`src/rtl/self_clean_pkg.sv`:
```
// Purpose : shared types and defaults for the range-hood self-clean controller.
// Latency : n/a (declarations only).
// Backpressure: n/a.
package self_clean_pkg;

    typedef enum logic [1:0] {
        IDLE  = 2'd0,
        ARM   = 2'd1,
        CLEAN = 2'd2,
        DONE  = 2'd3
    } state_t;

    localparam int HOLD_SECS_DEF  = 3;
    localparam int CLEAN_SECS_DEF = 180;
    localparam int HOLD_SECS_MAX  = 15;
    localparam int CLEAN_SECS_MAX = 5999;   // 99:59
    localparam int HOLD_W         = 4;      // holds up to HOLD_SECS_MAX

endpackage

```
`src/rtl/secs_to_mmss.sv`:
```
// Purpose : binary seconds -> BCD {M tens, M units, S tens, S units}, clamps at 99:59.
// Latency : combinational.
// Backpressure: none.
// Ports   : secs (W-bit binary seconds) in, bcd (16-bit MM:SS) out.
module secs_to_mmss #(
    parameter int W = 13
) (
    input  logic [W-1:0] secs,
    output logic [15:0]  bcd
);

    logic [31:0] secs_w;
    logic [31:0] min_w;
    logic [31:0] sec_w;
    logic [6:0]  mins;
    logic [6:0]  secs_lo;

    // Widen first so the /60 and %60 arithmetic is independent of W.
    assign secs_w = 32'(secs);

    always_comb begin
        min_w = secs_w / 32'd60;
        sec_w = secs_w % 32'd60;
        if (min_w > 32'd99) begin
            mins    = 7'd99;
            secs_lo = 7'd59;
        end else begin
            mins    = 7'(min_w);
            secs_lo = 7'(sec_w);
        end
        bcd = {4'(mins / 7'd10), 4'(mins % 7'd10),
               4'(secs_lo / 7'd10), 4'(secs_lo % 7'd10)};
    end

endmodule

```
`src/rtl/self_clean_ctrl.sv`:
```
// Purpose : hold-to-start self-clean timer: ARM hold, timed CLEAN, one-cycle DONE, abort.
// Latency : state 1 cycle after inputs; countdown one further cycle behind remaining.
// Backpressure: none; tick is a 1 Hz enable, all levels sampled every cycle.
// Ports   : clk, rst (sync, active-high), tick, is_on, start_clean, abort in;
//           cleaning, arming, done (Moore), aborted (pulse), countdown (BCD MM:SS) out.
module self_clean_ctrl
    import self_clean_pkg::*;
#(
    parameter int HOLD_SECS  = HOLD_SECS_DEF,
    parameter int CLEAN_SECS = CLEAN_SECS_DEF,
    parameter int TW         = 13
) (
    input  logic        clk,
    input  logic        rst,
    input  logic        tick,
    input  logic        is_on,
    input  logic        start_clean,
    input  logic        abort,
    output logic        cleaning,
    output logic        arming,
    output logic [15:0] countdown,
    output logic        done,
    output logic        aborted
);

    if (CLEAN_SECS < 1 || CLEAN_SECS > CLEAN_SECS_MAX ||
        longint'(CLEAN_SECS) > ((longint'(1) << TW) - 1)) begin : g_bad_clean_secs
        $error("self_clean_ctrl: CLEAN_SECS out of range for TW or above 5999");
    end
    if (HOLD_SECS < 1 || HOLD_SECS > HOLD_SECS_MAX) begin : g_bad_hold_secs
        $error("self_clean_ctrl: HOLD_SECS must be 1..15");
    end

    // Transition happens on the tick that would make the count equal HOLD_SECS.
    localparam logic [HOLD_W-1:0] HOLD_LAST  = HOLD_W'(HOLD_SECS - 1);
    localparam logic [TW-1:0]     CLEAN_LOAD = TW'(CLEAN_SECS);

    state_t              state, state_nx;
    logic [HOLD_W-1:0]   hold_cnt, hold_nx;
    logic [TW-1:0]       remaining, rem_nx;
    logic                need_release, release_nx;
    logic                aborted_nx;
    logic [15:0]         mmss;

    secs_to_mmss #(.W(TW)) u_secs_to_mmss (
        .secs (remaining),
        .bcd  (mmss)
    );

    always_ff @(posedge clk) begin
        if (rst) begin
            state        <= IDLE;
            hold_cnt     <= '0;
            remaining    <= '0;
            need_release <= 1'b0;
            aborted      <= 1'b0;
            countdown    <= 16'h0000;
        end else begin
            state        <= state_nx;
            hold_cnt     <= hold_nx;
            remaining    <= rem_nx;
            need_release <= release_nx;
            aborted      <= aborted_nx;
            countdown    <= (state == CLEAN || state == DONE) ? mmss : 16'h0000;
        end
    end

    always_comb begin
        state_nx   = state;
        hold_nx    = hold_cnt;
        rem_nx     = remaining;
        aborted_nx = 1'b0;

        case (state)
            IDLE: begin
                if (is_on && start_clean && !need_release) begin
                    state_nx = ARM;
                    hold_nx  = '0;
                end
            end
            ARM: begin
                // Releasing the button or powering off beats a coincident tick.
                if (!start_clean || !is_on) begin
                    state_nx = IDLE;
                end else if (tick) begin
                    if (hold_cnt == HOLD_LAST) begin
                        state_nx = CLEAN;
                        hold_nx  = '0;
                        rem_nx   = CLEAN_LOAD;
                    end else begin
                        hold_nx = hold_cnt + 1'b1;
                    end
                end
            end
            CLEAN: begin
                // Cancel wins over the final tick, so no done on that cycle.
                if (abort || !is_on) begin
                    state_nx   = IDLE;
                    rem_nx     = '0;
                    aborted_nx = 1'b1;
                end else if (tick && remaining != '0) begin
                    rem_nx = remaining - 1'b1;
                    if (remaining == TW'(1)) begin
                        state_nx = DONE;
                    end
                end
            end
            DONE: begin
                state_nx = IDLE;
            end
            default: begin
                state_nx = IDLE;
            end
        endcase
    end

    // A button still held when the cycle finishes must be let go before the
    // next arm; a low level during DONE already counts as the release.
    always_comb begin
        if (state == DONE) begin
            release_nx = start_clean;
        end else begin
            release_nx = need_release && start_clean;
        end
    end

    assign cleaning = (state == CLEAN);
    assign arming   = (state == ARM);
    assign done     = (state == DONE);

endmodule

```
`config.mk`:
```
export PLATFORM = sky130hd
export DESIGN_NAME = self_clean_ctrl
export DESIGN_NICKNAME = d
export VERILOG_FILES = /design/src/rtl/self_clean_pkg.sv /design/src/rtl/secs_to_mmss.sv /design/src/rtl/self_clean_ctrl.sv
export SDC_FILE = /design/constraint.sdc
export NUM_CORES = 1
export LEC_CHECK = 0
export BUFFER_PORTS_ARGS = -buffer_cell sky130_fd_sc_hd__buf_2
export CORE_UTILIZATION = 45
export CTS_BUF_LIST = sky130_fd_sc_hd__clkbuf_8
export DETAILED_ROUTE_END_ITERATION = 16
export MAX_ROUTING_LAYER = met4
export PLACE_DENSITY = 0.72
export SYNTH_ARGS = -nofsm -noshare
export SYNTH_HDL_FRONTEND = slang
export SYNTH_SLANG_ARGS = --single-unit
```
`constraint.sdc`:
```
create_clock -name clk -period 13.8 [get_ports clk]
set_clock_uncertainty 0.1 [all_clocks]
set_input_delay 2.76 -clock clk [delete_from_list [all_inputs] [get_ports clk]]
set_output_delay 2.76 -clock clk [all_outputs]
set_load 0.05 [all_outputs]
```
==> After elaboration in Yosys (flattened, before gate mapping) <==
Index checks and enable logic that the tools add are counted.
{ "totals": {"in_bits": 6, "word_cells": 72, "ramBits": 0, "n_memories": 0, "latchBits": 0, "rom_bits": 0, "reg_bits": 37} }
{ "op_classes": {"eq_ne": 13, "shift": 0, "bitwise_logic": 2, "order_cmp": 1, "reduce_logical": 19, "mux": 23, "div": 6, "addsub": 2, "multipliers": 0} }
{ "op_table": {"columns": ["cell", "n"], "rows": [
  ["$mux 13", 5],
  ["$div 13x6->32 const B", 1],
  ["$gt 32x7->1 const B", 1],
  ["$mod 13x6->32 const B", 1],
  ["$pmux 13 s2", 1],
  ["$mux 4", 4],
  ["$div 7x4->7 const B", 2],
  ["$mod 7x4->7 const B", 2],
  ["$mux 2", 7],
  ["$mux 7", 2],
  ["$eq 13x1->1 const B", 1],
  ["$reduce_bool 13->1", 1],
  ["$sub 13x1->13 const B", 1],
  ["$reduce_and 5->1", 2],
  ["$ne 3x1->1 const B", 3],
  ["$pmux 2 s4", 1],
  ["$pmux 4 s2", 1],
  ["$ne 2x2->1 const B", 3],
  ["$add 4x1->4 const B", 1],
  ["$eq 2x2->1 const B", 2],
  ["$eq 4x2->1 const B", 1],
  ["$logic_and 1x1->1", 4],
  ["$reduce_and 4->1", 1],
  ["$reduce_bool 2->1", 2],
  ["9 further kinds", 16]
]} }

==> Depth between registers and ports, before layout <==
{ "depth": {"ltp_word": 5, "mapped_depth": 28} }

==> Cells and area by module <==
A second synthesis with hierarchy kept.
{ "unflattened": {"cells_unflattened": 526, "area_unflattened_um2": 3992.6} }
{ "modules_own_cells": {"columns": ["mod", "area_per_inst_um2", "cells_per_inst", "n_inst"], "rows": [
  ["secs_to_mmss", 2296.0, 354, 1],
  ["self_clean_ctrl", 1696.6, 172, 1]
]} }

==> Worst setup path before layout <==
No wires, ideal clock.
{ "synth_path": {"path_type": "register to register", "start": "register remaining[9]", "end": "register countdown[1]", "stages_incl_launch_ff": 24, "setup_slack_ps": 8073, "path_buffers": 2, "required_time_ps": 13617, "period_less_slack_ps": 5727, "t_arrival_ps": 5544, "path_cell_list": "dfxtp_1 > buf_2 > nand3_1 > inv_1 > ha_1 > and3b_1 > o31a_1 > a311o_1 > o21bai_1 > mux2_2 > o31ai_1 > o21ba_2 > or4_4 > and4b_4 > o31ai_4 > buf_6 > o21ai_1 > a21o_1 > and3_1 > o21ai_0 > ha_1 > nand2_1 > or4_1 > o221ai_1"} }
{ "synth_via": {"elab_chain_cells": 4, "word_cells_on_any_way": 5, "cone_classes": "div (3); order compare (1); mux (1)"} }
{ "synth_lines": {"columns": ["element", "line", "text"], "rows": [
  ["start, declared", "self_clean_ctrl.sv:40", "logic [TW-1:0] remaining, rem_nx;"],
  ["start signal, assigned", "self_clean_ctrl.sv:61", "remaining <= rem_nx;"],
  ["$div 13x6->32", "secs_to_mmss.sv:22", "min_w = secs_w / 32'd60;"],
  ["$gt 32x7->1", "secs_to_mmss.sv:24", "if (min_w > 32'd99) begin"],
  ["$mux 7 *", "secs_to_mmss.sv:24", null],
  ["$mod 7x4->7 *", "secs_to_mmss.sv:32", "4'(secs_lo / 7'd10), 4'(secs_lo % 7'd10)};"],
  ["end signal, assigned", "self_clean_ctrl.sv:64", "countdown <= (state == CLEAN || state == DONE) ? mmss : 16'h0000;"],
  ["end, declared", "self_clean_ctrl.sv:21", "output logic [15:0] countdown,"]
]} }
Every way passes the cells marked *; elsewhere a longest branch is shown, timed or not.
A chain may end at the register's enable or synchronous reset.

==> Final worst setup path <==
{ "layout_path": {"start": "register remaining[9]", "end": "register countdown[11]"} }
{ "layout_via": {"elab_chain_cells": 4} }
{ "layout_lines": {"columns": ["element", "line", "text"], "rows": [
  ["$div 13x6->32 *", "secs_to_mmss.sv:22", null],
  ["$gt 32x7->1", "secs_to_mmss.sv:24", null],
  ["$mux 7 *", "secs_to_mmss.sv:24", null],
  ["$mod 7x4->7 *", "secs_to_mmss.sv:31", "bcd = {4'(mins / 7'd10), 4'(mins % 7'd10),"]
]} }
Marks and branches as above.

==> flow_summary.json <==
{
  "run_status": "finished clean",
  "postSynth.topFlopCell": "dfxtp_1",
  "route.detailed.vias_per_inst": 6.24,
  "detailedRoute.firstPassIterationCount": 5,
  "synth_seq_area_share_pct": 21.0,
  "timing_worst_setup_path_type": "reg -> reg",
  "die_h_um": 90.5,
  "start_util_pct": 47.5,
  "layout-area-overhead-vs-synth_pct": 6.40,
  "final_min_period_over_clock_period_pct": 48.1,
  "post_detailed_routing_wire_length_mm": 8.84,
  "worstPathMaxFanout": 14,
  "endpoint_kind": "flip-flop",
  "reg2reg_depth": 24,
  "internal_power_mw": 0.166,
  "crit_arrival_ps": 6760,
  "routed-via-count": 3621,
  "clock_insertion_delay_worst_skew_ps": 300,
  "hpwl_mm": 6.58,
  "synth.lib_cells_used.distinct": 85,
  "worst_slew_margin_rel_pct": 49.6,
  "syn_nets": 485,
  "commonest_cells_after_routing_fill_and_taps_aside": "59 x nor2_1, 42 x nand2_1, 37 x dfxtp_1",
  "fin_ws_ps": 7160,
  "cts_tree": "done",
  "final_layout_size_suffix_gt1_share_pct": 12.5,
  "cts_made_buffers": 5,
  "final-seq-area_um2": 741,
  "numnets_final": 496,
  "final.fill_count": 736,
  "timing_max_transition_violations_final": 0,
  "grt_antenna_before_repair": 0,
  "p_per_area_nw_per_um2": 66.9,
  "cts_repair_resize_count": 0,
  "synthCells": 469,
  "finalInstanceArea_um2": 3750,
  "numClockSinks": 37,
  "crit_required_ps": 13920,
  "cts_buffer_depth": 2,
  "report.final.setup_viol": 0,
  "route.antenna.remaining_nets": 0,
  "ctsHtreeMaxLevel": 2,
  "path_clk_slew_ps": 80,
  "finalNonFillerCells": 580,
  "dp_cells": 572,
  "post-route-drc-count": 0,
  "cell_rows": 31,
  "min_period_ps": 6640,
  "die_area_um2": 8180,
  "holdCritPathClass": "reg -> reg",
  "synth-edff-count": 0,
  "grtUsageTotal_pct": 22.2,
  "power_switching_share_pct": 33.7,
  "power.leakage_nw": 1.43,
  "cts.hold.buffers_added": 0,
  "post_drt_wl_per_cell_um": 15.2,
  "core_area_um2": 7410,
  "grt_pass1_vias": 3265,
  "worstSetupStartpointType": "flip-flop",
  "ys_seq_elements": 37,
  "syn-cell-area_um2": 3520,
  "max_slew.worst_pin.slew_ps": 751,
  "yosys_warnings": 0,
  "worst_ir_drop_on_vdd_mv": 0.0445,
  "maxClockFrequency_mhz": 151,
  "grt_pass1_wl_mm": 14.8,
  "buffer_ports.inserted": 25,
  "postSynthAreaPerCell_um2": 7.51,
  "dp_slack_ps": 7260,
  "multi_input_area_um2": 2610,
  "globalRoute.totalOverflow": 0,
  "post_cts_setup_repair_bufs": 0,
  "tns_ps": 0,
  "i_o_pins": 26,
  "die-width_um": 90.5,
  "diodes_inserted": 0,
  "dpl_cell_area_um2": 3660,
  "layout_commonest_cell": "nor2_1",
  "fraction_of_power_consumed_by_sequential_logic_pct": 45.3,
  "final_hold_viol_count": 0,
  "power_frac_clock_pct": 30.9,
  "drt_iter0_drc": 206,
  "max_capacitance_violation_count": 0,
  "grt_setup_unrepaired": "no",
  "reported_net_switching_power_mw": 0.0845,
  "timing.hold.worst_path_depth": 2,
  "cts_root_buffer": "clkbuf_8",
  "power.combinational.fraction_pct": 23.8,
  "grt_max_degree": 21,
  "gp_congestion": 0.947,
  "synthArstFlopShare_pct": 0
}
critical path, cell delays in order, from the launching register on:
cell,delay (ps)
dfxtp_1,600
nand3_1,190
inv_1,160
ha_1,290
and3b_1,210
o31a_1,290
a311o_1,350
o21bai_1,290
mux2_2,390
nor2_1,400
o21ba_2,330
o21ai_2,140
o21a_1,350
nor2_1,240
ha_1,270
nor3_1,100
o21bai_1,290
xor2_1,230
inv_1,80
nor2_1,150
a21oi_1,110
a21o_1,180
ha_1,190
or4_1,510
a21oi_1,120
power by group through the flow:
stage,combinational [mW],sequential (mW),clock [mW]
2_1_floorplan,0.0506,0.114,0
3_3_place_gp,0.0573,0.116,0
3_5_place_dp,0.0587,0.116,0
4_1_cts,0.0590,0.114,0.0795
5_1_grt,0.0659,0.114,0.0839
6_report,0.0596,0.114,0.0773
logic make-up after synthesis:
kind of cell	share of synthesized area, %
other cells	0.107
compound gates	32.7
flops	21.0
fa+ha+maj	3.55
mux	4.69
buf+inv	4.83
simple gates	29.1
xor+xnor	3.98
flip-flops by register name, summed over array words and instances (netlist names):
| name | count |
|---|---|
| remaining | 13 |
| hold_cnt | 4 |
| state | 2 |
| aborted | 1 |
| countdown | 16 |
| need_release | 1 |
cell type report:
| type | instances | area share, % |
|---|---|---|
| well taps | 99 | 3.31 |
| inverters | 17 | 1.70 |
| clock buffers | 5 | 1.84 |
| clock inverters | 3 | 0.367 |
| repair buffers | 25 | 3.34 |
| multi-input cells | 394 | 69.7 |
| flip-flops and latches | 37 | 19.8 |
per-layer routing:
layer  vias to the layer above  part of all wire (%)  GRT usage (%)
met3                         8                   4.3           3.03
met1                      1743                    46           27.3
li1                       1777                     -              -
met5                         -                     0              -
met4                         0                  0.92           5.91
met2                        93                    48           38.0
synthesized netlist by cell type, drive strengths merged, types with 8 or more instances:
cell | number | area [um^2]
o211ai | 8 | 60.1
a21oi | 32 | 168
o21ai | 24 | 135
nor4 | 9 | 56.3
xnor2 | 13 | 114
nor3 | 19 | 106
nand4 | 8 | 56.3
a211oi | 15 | 123
ha | 10 | 125
a21o | 8 | 60.1
nand2 | 42 | 158
dfxtp | 37 | 741
nand3 | 13 | 65.1
mux2i | 9 | 97.6
buf | 10 | 65.1
clkbuf | 11 | 41.3
inv | 17 | 63.8
nor2 | 59 | 221
nand2b | 10 | 62.6
final timing paths:
kind	startpoint	to	slack, ps
hold / removal	need_release	need_release	420
setup / recovery	remaining[9]	countdown[11]	7160
hold reg to reg	need_release	need_release	420
setup reg to reg	remaining[9]	countdown[11]	7160
through the flow:
stage / hold slack (ps) / utilization, % / total power [mW]
2_1_floorplan: 380 / - / 0.164
3_3_place_gp: 397 / 49.5 / 0.173
3_5_place_dp: 420 / 49.5 / 0.175
4_1_cts: 430 / 50.6 / 0.252
5_1_grt: 464 / 50.6 / 0.264
6_report: 421 / 50.6 / 0.251
(Power assumes the default switching activity.)
